==> config.mk <==
export PLATFORM = sky130hd
export DESIGN_NAME = alu_cmd_sequencer
export DESIGN_NICKNAME = d
export VERILOG_FILES = /design/src/rtl/alu_cmd_sequencer.sv
export SDC_FILE = /design/constraint.sdc
export NUM_CORES = 1
export LEC_CHECK = 0
export CAP_MARGIN = 30
export CORE_UTILIZATION = 48
export DETAILED_ROUTE_END_ITERATION = 10
export HOLD_SLACK_MARGIN = 0.15
export PLACE_DENSITY = 0.82
export SETUP_SLACK_MARGIN = 0.02
export SYNTH_ARGS = -nofsm -noshare
export SYNTH_HDL_FRONTEND = slang
export SYNTH_SLANG_ARGS = --single-unit
==> constraint.sdc <==
create_clock -name clk -period 2.1 [get_ports clk]
set_input_delay 0.21 -clock clk [delete_from_list [all_inputs] [get_ports clk]]
set_output_delay 0.21 -clock clk [all_outputs]
set_load 0.02 [all_outputs]
==> src/rtl/alu_cmd_sequencer.sv <==
// Purpose : command sequencer for the 16-bit ripple ALU; reads operands from an internal register file, writes the result back, returns a response.
// Latency : accept edge is cycle 0; rsp_valid pulses in cycle 3; rd is written on the edge that ends cycle 2.
// Backpressure: cmd_ready is high only in IDLE, giving at most one command per 4 cycles; cmd_* is ignored while busy.
//
// Ports:
//   clk, rst_n                  clock, synchronous active-low reset
//   cmd_valid/cmd_ready         command handshake; cmd_op, cmd_rd, cmd_rs1, cmd_rs2 form the command
//   wr_en/wr_addr/wr_data       host preload of a register, accepted in any state
//   alu_a/alu_b/alu_op          registered operands and opcode driven to the external ALU
//   alu_y/alu_carry             combinational ALU result and carry out of bit 15
//   rsp_valid/rsp_data/rsp_carry  one-cycle response; data and carry held until the next response
//   busy                        high whenever the sequencer is not in IDLE
//   flag_z/flag_c               zero and carry flags, present only when ALU_SEQ_FLAGS_EN is defined
//
// Optional feature: define ALU_SEQ_FLAGS_EN to add the flag_z/flag_c outputs and their registers.

module alu_cmd_sequencer #(
    parameter int DATA_W = 16,
    parameter int NREG   = 8,
    parameter int RA_W   = 3
) (
    input  logic              clk,
    input  logic              rst_n,
    input  logic              cmd_valid,
    output logic              cmd_ready,
    input  logic [2:0]        cmd_op,
    input  logic [RA_W-1:0]   cmd_rd,
    input  logic [RA_W-1:0]   cmd_rs1,
    input  logic [RA_W-1:0]   cmd_rs2,
    input  logic              wr_en,
    input  logic [RA_W-1:0]   wr_addr,
    input  logic [DATA_W-1:0] wr_data,
    output logic [DATA_W-1:0] alu_a,
    output logic [DATA_W-1:0] alu_b,
    output logic [2:0]        alu_op,
    input  logic [DATA_W-1:0] alu_y,
    input  logic              alu_carry,
    output logic              rsp_valid,
    output logic [DATA_W-1:0] rsp_data,
    output logic              rsp_carry,
    output logic              busy
`ifdef ALU_SEQ_FLAGS_EN
    ,
    output logic              flag_z,
    output logic              flag_c
`endif
);

    typedef enum logic [1:0] {
        IDLE = 2'd0,
        OPER = 2'd1,
        CAPT = 2'd2,
        RESP = 2'd3
    } state_t;

    state_t            state;
    state_t            state_nxt;
    logic [RA_W-1:0]   rd_q;
    logic [DATA_W-1:0] regs [NREG];
    logic              cmd_acc;
    logic              capt;

    assign cmd_acc = cmd_valid && cmd_ready;
    assign capt    = (state == CAPT);

    always_ff @(posedge clk) begin
        if (!rst_n) begin
            state <= IDLE;
        end else begin
            state <= state_nxt;
        end
    end

    always_comb begin
        state_nxt = state;
        cmd_ready = 1'b0;
        rsp_valid = 1'b0;
        busy      = 1'b1;
        case (state)
            IDLE: begin
                cmd_ready = 1'b1;
                busy      = 1'b0;
                if (cmd_valid) begin
                    state_nxt = OPER;
                end
            end
            OPER: state_nxt = CAPT;
            CAPT: state_nxt = RESP;
            RESP: begin
                rsp_valid = 1'b1;
                state_nxt = IDLE;
            end
            default: state_nxt = IDLE;
        endcase
    end

    // Operands are read with pre-edge register contents, so a host write in
    // the accept cycle is not visible to the command being accepted.
    always_ff @(posedge clk) begin
        if (!rst_n) begin
            alu_a     <= '0;
            alu_b     <= '0;
            alu_op    <= '0;
            rd_q      <= '0;
            rsp_data  <= '0;
            rsp_carry <= 1'b0;
        end else begin
            if (cmd_acc) begin
                alu_a  <= regs[cmd_rs1];
                alu_b  <= regs[cmd_rs2];
                alu_op <= cmd_op;
                rd_q   <= cmd_rd;
            end
            if (capt) begin
                rsp_data  <= alu_y;
                // Logic ops (op[2]=1) report no carry whatever the ALU drives.
                rsp_carry <= alu_carry & ~alu_op[2];
            end
        end
    end

    // Writeback is placed after the host write so that, for the same
    // address in CAPT, the ALU result is the one that lands.
    always_ff @(posedge clk) begin
        if (!rst_n) begin
            for (int i = 0; i < NREG; i++) begin
                regs[i] <= '0;
            end
        end else begin
            if (wr_en) begin
                regs[wr_addr] <= wr_data;
            end
            if (capt) begin
                regs[rd_q] <= alu_y;
            end
        end
    end

`ifdef ALU_SEQ_FLAGS_EN
    always_ff @(posedge clk) begin
        if (!rst_n) begin
            flag_z <= 1'b0;
            flag_c <= 1'b0;
        end else if (capt) begin
            flag_z <= (alu_y == '0);
            flag_c <= alu_carry & ~alu_op[2];
        end
    end
`endif

endmodule

==> impl_metrics.yaml, run 1 <==
grt:
  antenna_found_initial: 0
  grt_pass1_vias: 7102
  grt_remaining_overflow: 0
  grt_start_max_net_pins: 65
  grt_pass1_wl_um: 41000
  track_usage: 0.269
synth:
  synth_area_per_cell_um2: 11.8
  synthXorXnorAreaFrac: 0
  muxShareOfSynthArea: 0.151
  synthFlopType: "edfxtp_1"
  synthSimpleGateAreaFrac: 0.0737
  synth_compound_area_frac: 0.206
  synthArstFlopShare: 0
  syn_nets: 872
  synth_top_family_by_area: "compound AO/OA/AOI/OAI gates"
  synth_edf_count: 128
  ys_warn_count: 0
  synth_area_mm2: 0.00963
  synthAdderAreaFrac: 0.00520
  syn-instance-count: 816
  synthDistinctLibCells: 33
  seq_area_frac_synth: 0.518
  ys_ff_latch: 185
die:
  io_pins: 107
  die_w_um: 144
  start_util: 0.492
  die_area_mm2: 0.0206
  rows: 51
  die_height_um: 144
  core_mm2: 0.0196
job:
  max_cap_viol_count: 0
power_and_ir_drop:
  clkPwrFrac: 0.317
  p_sw_frac: 0.295
  p_switching_w: 0.00312
  p_int_w: 0.00746
  powerDensity_mw_per_mm2: 898
  pwr-share-seq: 0.433
  ir_drop_v: 0.000815
  p_leak_nw: 4.52
  power_frac_comb: 0.251
drt:
  dr.pass1.iters: 5
  initialDrtViolationCount: 934
  drt-wirelength-per-cell_um: 22.6
  vias: 7319
  drt_wl_total_um: 26400
  route.detailed.drc: 0
  vias_per_cell: 6.27
  ant_nets: 0
sta:
  slew-limit-headroom: 0.669
  drv_slew: 0
  finalClockSkew_ps: 6.94
  post-route-period-util: 0.924
  min_period_ps: 1940
  setup_ws_ps: 160
  timing.fmax_mhz: 515
  finalSetupTns_ps: 0
  setup_violations: 0
  worstMarginPinSlew_ps: 495
  finalHoldViolCount: 0
  rsz0062_at_grt: "false"
placement:
  numPortBuffers: 106
  hpwl_um: 17500
  place.gp.congestion: 0.863
  dpl_worst_slack_ps: 123
critical_path:
  crit_fanout: 5
  crit_path_end_kind: "output pin"
  worstSetupPathType: "register to output pin"
  startpoint_type: "register"
  crit_required_ps: 1890
  cp.arrival_ps: 1730
cts:
  cts_buffers: 17
  clock-root-buffer: "clkbuf_16"
  post-cts-setup-buffers: 0
  ctsHtreeMaxLevel: 4
  cts_tree: "built"
  clk_pin_slew_ps: 70
  worst_skew_pair.late_latency_ps: 440
  clockBufferDepth: 2
  cts.sink_count: 185
min_path:
  worst_hold_path_type: "input pin to register"
cells_and_area:
  syn_to_final_growth_pct: 22.3
  layout.nets: 946
  nFillCells: 1537
  drive_above_1_share: 0.106
  diodes: 0
run_status:
  status: "finished clean"
-- cell usage after synthesis, types with 6 or more instances --
| cell | count | share of area |
|---|---|---|
| a21boi_0 | 7 | 0.0055 |
| a21oi_1 | 32 | 0.017 |
| a22o_1 | 128 | 0.12 |
| a22oi_1 | 64 | 0.050 |
| buf_1 | 20 | 0.0078 |
| buf_2 | 25 | 0.013 |
| clkbuf_1 | 42 | 0.016 |
| dfxtp_1 | 57 | 0.12 |
| edfxtp_1 | 128 | 0.40 |
| mux2i_1 | 145 | 0.15 |
| nand2_1 | 19 | 0.0074 |
| nand3b_1 | 10 | 0.0078 |
| nor2_1 | 35 | 0.014 |
| nor2_2 | 6 | 0.0039 |
| nor2_4 | 6 | 0.0070 |
| nor2b_1 | 21 | 0.014 |
| o21ai_0 | 32 | 0.017 |
-- power groups by stage --
stage                     Sequential, W  Clock, W  Combinational (W)
after floorplan                 0.00488         0            0.00128
after global placement          0.00462         0            0.00260
after detailed placement        0.00465         0            0.00264
after CTS                       0.00458   0.00337            0.00265
after global routing            0.00463   0.00353            0.00284
final                           0.00458   0.00335            0.00265
-- routing by layer --
layer / vias to the layer above / routed length, um / global-route usage
li1: 3291 / - / -
met1: 3546 / 10800 / 0.367
met2: 452 / 12000 / 0.414
met3: 30 / 3230 / 0.0670
met4: 0 / 371 / 0.101
met5: - / 0 / 0
-- worst paths after layout --
kind | startpoint | endpoint | slack [ps] | depth (start not counted)
min | cmd_rd[0] | rd_q[0] | 330 | 3
min reg2reg | alu_op[0] | alu_op[0] | 480 | 2
max reg2reg | state[1] | regs[2][1] | 280 | 7
max | state[1] | cmd_ready | 160 | 3
-- final cells by class --
class	instances	area, um2	area share
clock inverters	10	110	0.00934
well taps	265	332	0.0281
repair buffers	150	1640	0.139
clock buffers	22	508	0.0431
inverters	4	15.0	0.00127
multi-input cells	532	4200	0.356
flip-flops and latches	185	4980	0.423
-- placed cells by master, fill, tap and decap left out, drive strengths merged, types with 32 or more instances in the layout --
master,synthesis,final
a21oi,32,32
o21ai,32,32
edfxtp,128,128
clkdlybuf4s50,0,102
dfxtp,57,57
mux2i,145,145
buf,53,46
nor2,49,49
a22oi,64,64
a22o,128,128
-- worst max-delay path, stage by stage (launching register included) --
cell and delay (ps):
dfxtp_1 340, inv_1 90, ha_1 230, clkdlybuf4s50_1 630
-- timing repair --
| item | CTS | global route |
|---|---|---|
| hold endpoints to repair | 2 | 0 |
| gates resized for setup | 0 | 1 |
| hold buffers | 1 | 0 |
| setup endpoints to repair | 0 | 1 |
-- logic make-up (layout without fill, tap and decap cells) --
| family | count (synthesis) | after routing |
|---|---|---|
| AO/OA/AOI/OAI | 264 | 264 |
| flip-flops | 185 | 185 |
| multiplexers | 145 | 145 |
| AND/OR/NAND/NOR | 119 | 119 |
| buffers and inverters | 99 | 186 |
| adder cells (fa/ha/maj) | 4 | 4 |
-- flip-flops by register name, indices dropped and copies added, names as in the netlist --
name / count
rd_q: 3
alu_b: 16
regs: 128
rsp_carry: 1
rsp_data: 16
alu_a: 16
state: 2
alu_op: 3
-- stage by stage --
stage / instance area (um2) / hold WS, ps / std cells / util / power, W
2_1_floorplan: 9650 / 355 / 816 / - / 0.00616
3_3_place_gp: 11200 / 450 / 1135 / 0.569 / 0.00722
3_5_place_dp: 11200 / 464 / 1135 / 0.569 / 0.00728
4_1_cts: 11800 / 323 / 1168 / 0.601 / 0.0106
5_1_grt: 11800 / 342 / 1168 / 0.602 / 0.0110
6_report: 11800 / 328 / 1168 / 0.602 / 0.0106
No activity file was read; power rests on OpenSTA's default activity.
==> run 2: changes to the inputs <==
- CELL_PAD_IN_SITES_DETAIL_PLACEMENT: not set -> 0
- CELL_PAD_IN_SITES_GLOBAL_PLACEMENT: not set -> 2
- CORE_UTILIZATION: 48 -> 35
- PLACE_DENSITY: 0.82 -> 0.78
==> run 2 against run 1 <==
Sequential power hardly changed; hold slack lost 80 ps; die area grew 37%; critical path depth unchanged; via count shrank 1.7%; critical endpoint unchanged; largest power group unchanged.
==> impl_metrics.yaml, run 2 (synthesis gave the netlist of run 1 again) <==
run_status:
  status: "finished clean"
sta:
  worstMarginPinSlew_ps: 535
  min_period_ps: 1950
  post-route-period-util: 0.928
  drv_slew: 0
  finalHoldViolCount: 0
  finalSetupTns_ps: 0
  rsz0062_at_grt: "false"
  timing.fmax_mhz: 513
  slew-limit-headroom: 0.643
  setup_violations: 0
  finalClockSkew_ps: 16.8
drt:
  route.detailed.drc: 0
  drt-wirelength-per-cell_um: 24.8
  drt_wl_total_um: 31100
  initialDrtViolationCount: 656
  dr.pass1.iters: 5
  vias_per_cell: 5.75
  vias: 7196
  ant_nets: 0
cts:
  cts_hold_buf: 0
  worst_skew_pair.late_latency_ps: 430
  ctsHtreeMaxLevel: 4
  cts.sink_count: 185
  clockBufferDepth: 2
  cts_resized: 0
  clk_pin_slew_ps: 80
  post-cts-setup-buffers: 0
  clock-root-buffer: "clkbuf_16"
  cts_tree: "built"
  cts_buffers: 17
critical_path:
  crit_family: "buffers and inverters"
  worstSetupPathType: "register to output pin"
  crit_path_top_delay_cell: "clkdlybuf4s50_1"
  crit_required_ps: 1890
  cp.arrival_ps: 1740
  path_buf_inv: 2
  worstPathCellList: "inv_1, ha_1, clkdlybuf4s50_1"
  max_stage_delay_ps: 640
  crit_path_end_kind: "output pin"
  startpoint_type: "register"
  crit_fanout: 5
power_and_ir_drop:
  ir_drop_v: 0.000696
  powerDensity_mw_per_mm2: 887
  p_leak_nw: 4.59
placement:
  hpwl_um: 19700
  numPortBuffers: 106
  place_inst: 1219
  place.gp.congestion: 0.807
cells_and_area:
  largest_reg_flops: 128
  final_cell_mix: "mux2i_1 (145), a22o_1 (128), edfxtp_1 (128)"
  nFillCells: 2502
  stdcell_count: 1252
  multi_input_area_mm2: 0.00420
  layout_commonest_cell: "mux2i_1"
  register_area_mm2: 0.00498
  drive_above_1_share: 0.116
  syn_to_final_growth_pct: 24.9
  regMostFlops: "regs"
  layout.nets: 953
grt:
  grt_remaining_overflow: 0
  grt_pass1_vias: 7093
  antenna_found_initial: 2
  track_usage: 0.224
  grt_pass1_wl_um: 46400
  grt_start_max_net_pins: 39
die:
  core_mm2: 0.0270
  io_pins: 107
  start_util: 0.357
  die_height_um: 168
  die_w_um: 168
  rows: 60
  die_area_mm2: 0.0282
min_path:
  worst_hold_path_type: "input pin to register"
job:
  max_cap_viol_count: 0
## run 2: cell types whose count changed in the layout (fill, tap and decap cells not counted), moves of 2 or more
| cell | delta |
|---|---|
| clkbuf_8 | +2 |
| inv_6 | +3 |
| bufinv_16 | -2 |
| clkinvlp_4 | -2 |
| buf_12 | +9 |
## run 2: area by class of cell
type | instances | area share
sequential | 185 | 0.414
multi-input combinational | 532 | 0.349
antenna | 1 | 0.000208
timing repair buffer | 157 | 0.150
clock inverter | 9 | 0.00593
clock buffer | 23 | 0.0442
tap | 341 | 0.0355
inverter | 4 | 0.00125
## run 2: per-layer routing
layer / vias to the layer above / share of wire / GRT usage
li1: 3300 / - / -
met1: 3549 / 0.48 / 0.332
met2: 308 / 0.43 / 0.332
met3: 37 / 0.071 / 0.0456
met4: 2 / 0.015 / 0.0578
met5: - / 0.00051 / 0
## run 2: tightest hold or removal path: stages
cell and delay [ps]:
buf_2 140, buf_4 170, a21boi_0 120
## run 2: worst paths after layout
| check | from | end | slack, ps | cells after the start |
|---|---|---|---|---|
| setup / recovery | state[1] | cmd_ready | 150 | 3 |
| hold / removal | rst_n | rd_q[0] | 250 | 3 |
| hold reg to reg | alu_op[0] | alu_op[0] | 480 | 2 |
| setup reg to reg | state[0] | regs[3][14] | 310 | 7 |
## run 2: metrics by stage
step	power, W	instance area (um2)	utilization	worst slack, ps	hold slack [ps]
6_report	0.0107	12000	0.446	150	248
5_1_grt	0.0111	12000	0.446	102	248
4_1_cts	0.0107	12000	0.446	72.9	236
3_5_place_dp	0.00744	11400	0.424	142	467
3_3_place_gp	0.00741	11400	0.424	153	458
2_1_floorplan	0.00616	9650	-	23.0	355
## run 2: report_power, final
part	total (W)	switching, W	leakage, nW	internal, W
Clock	0.00331	0.00149	0.302	0.00182
Sequential	0.00457	0.000231	1.78	0.00434
Combinational	0.00279	0.00160	2.51	0.00119
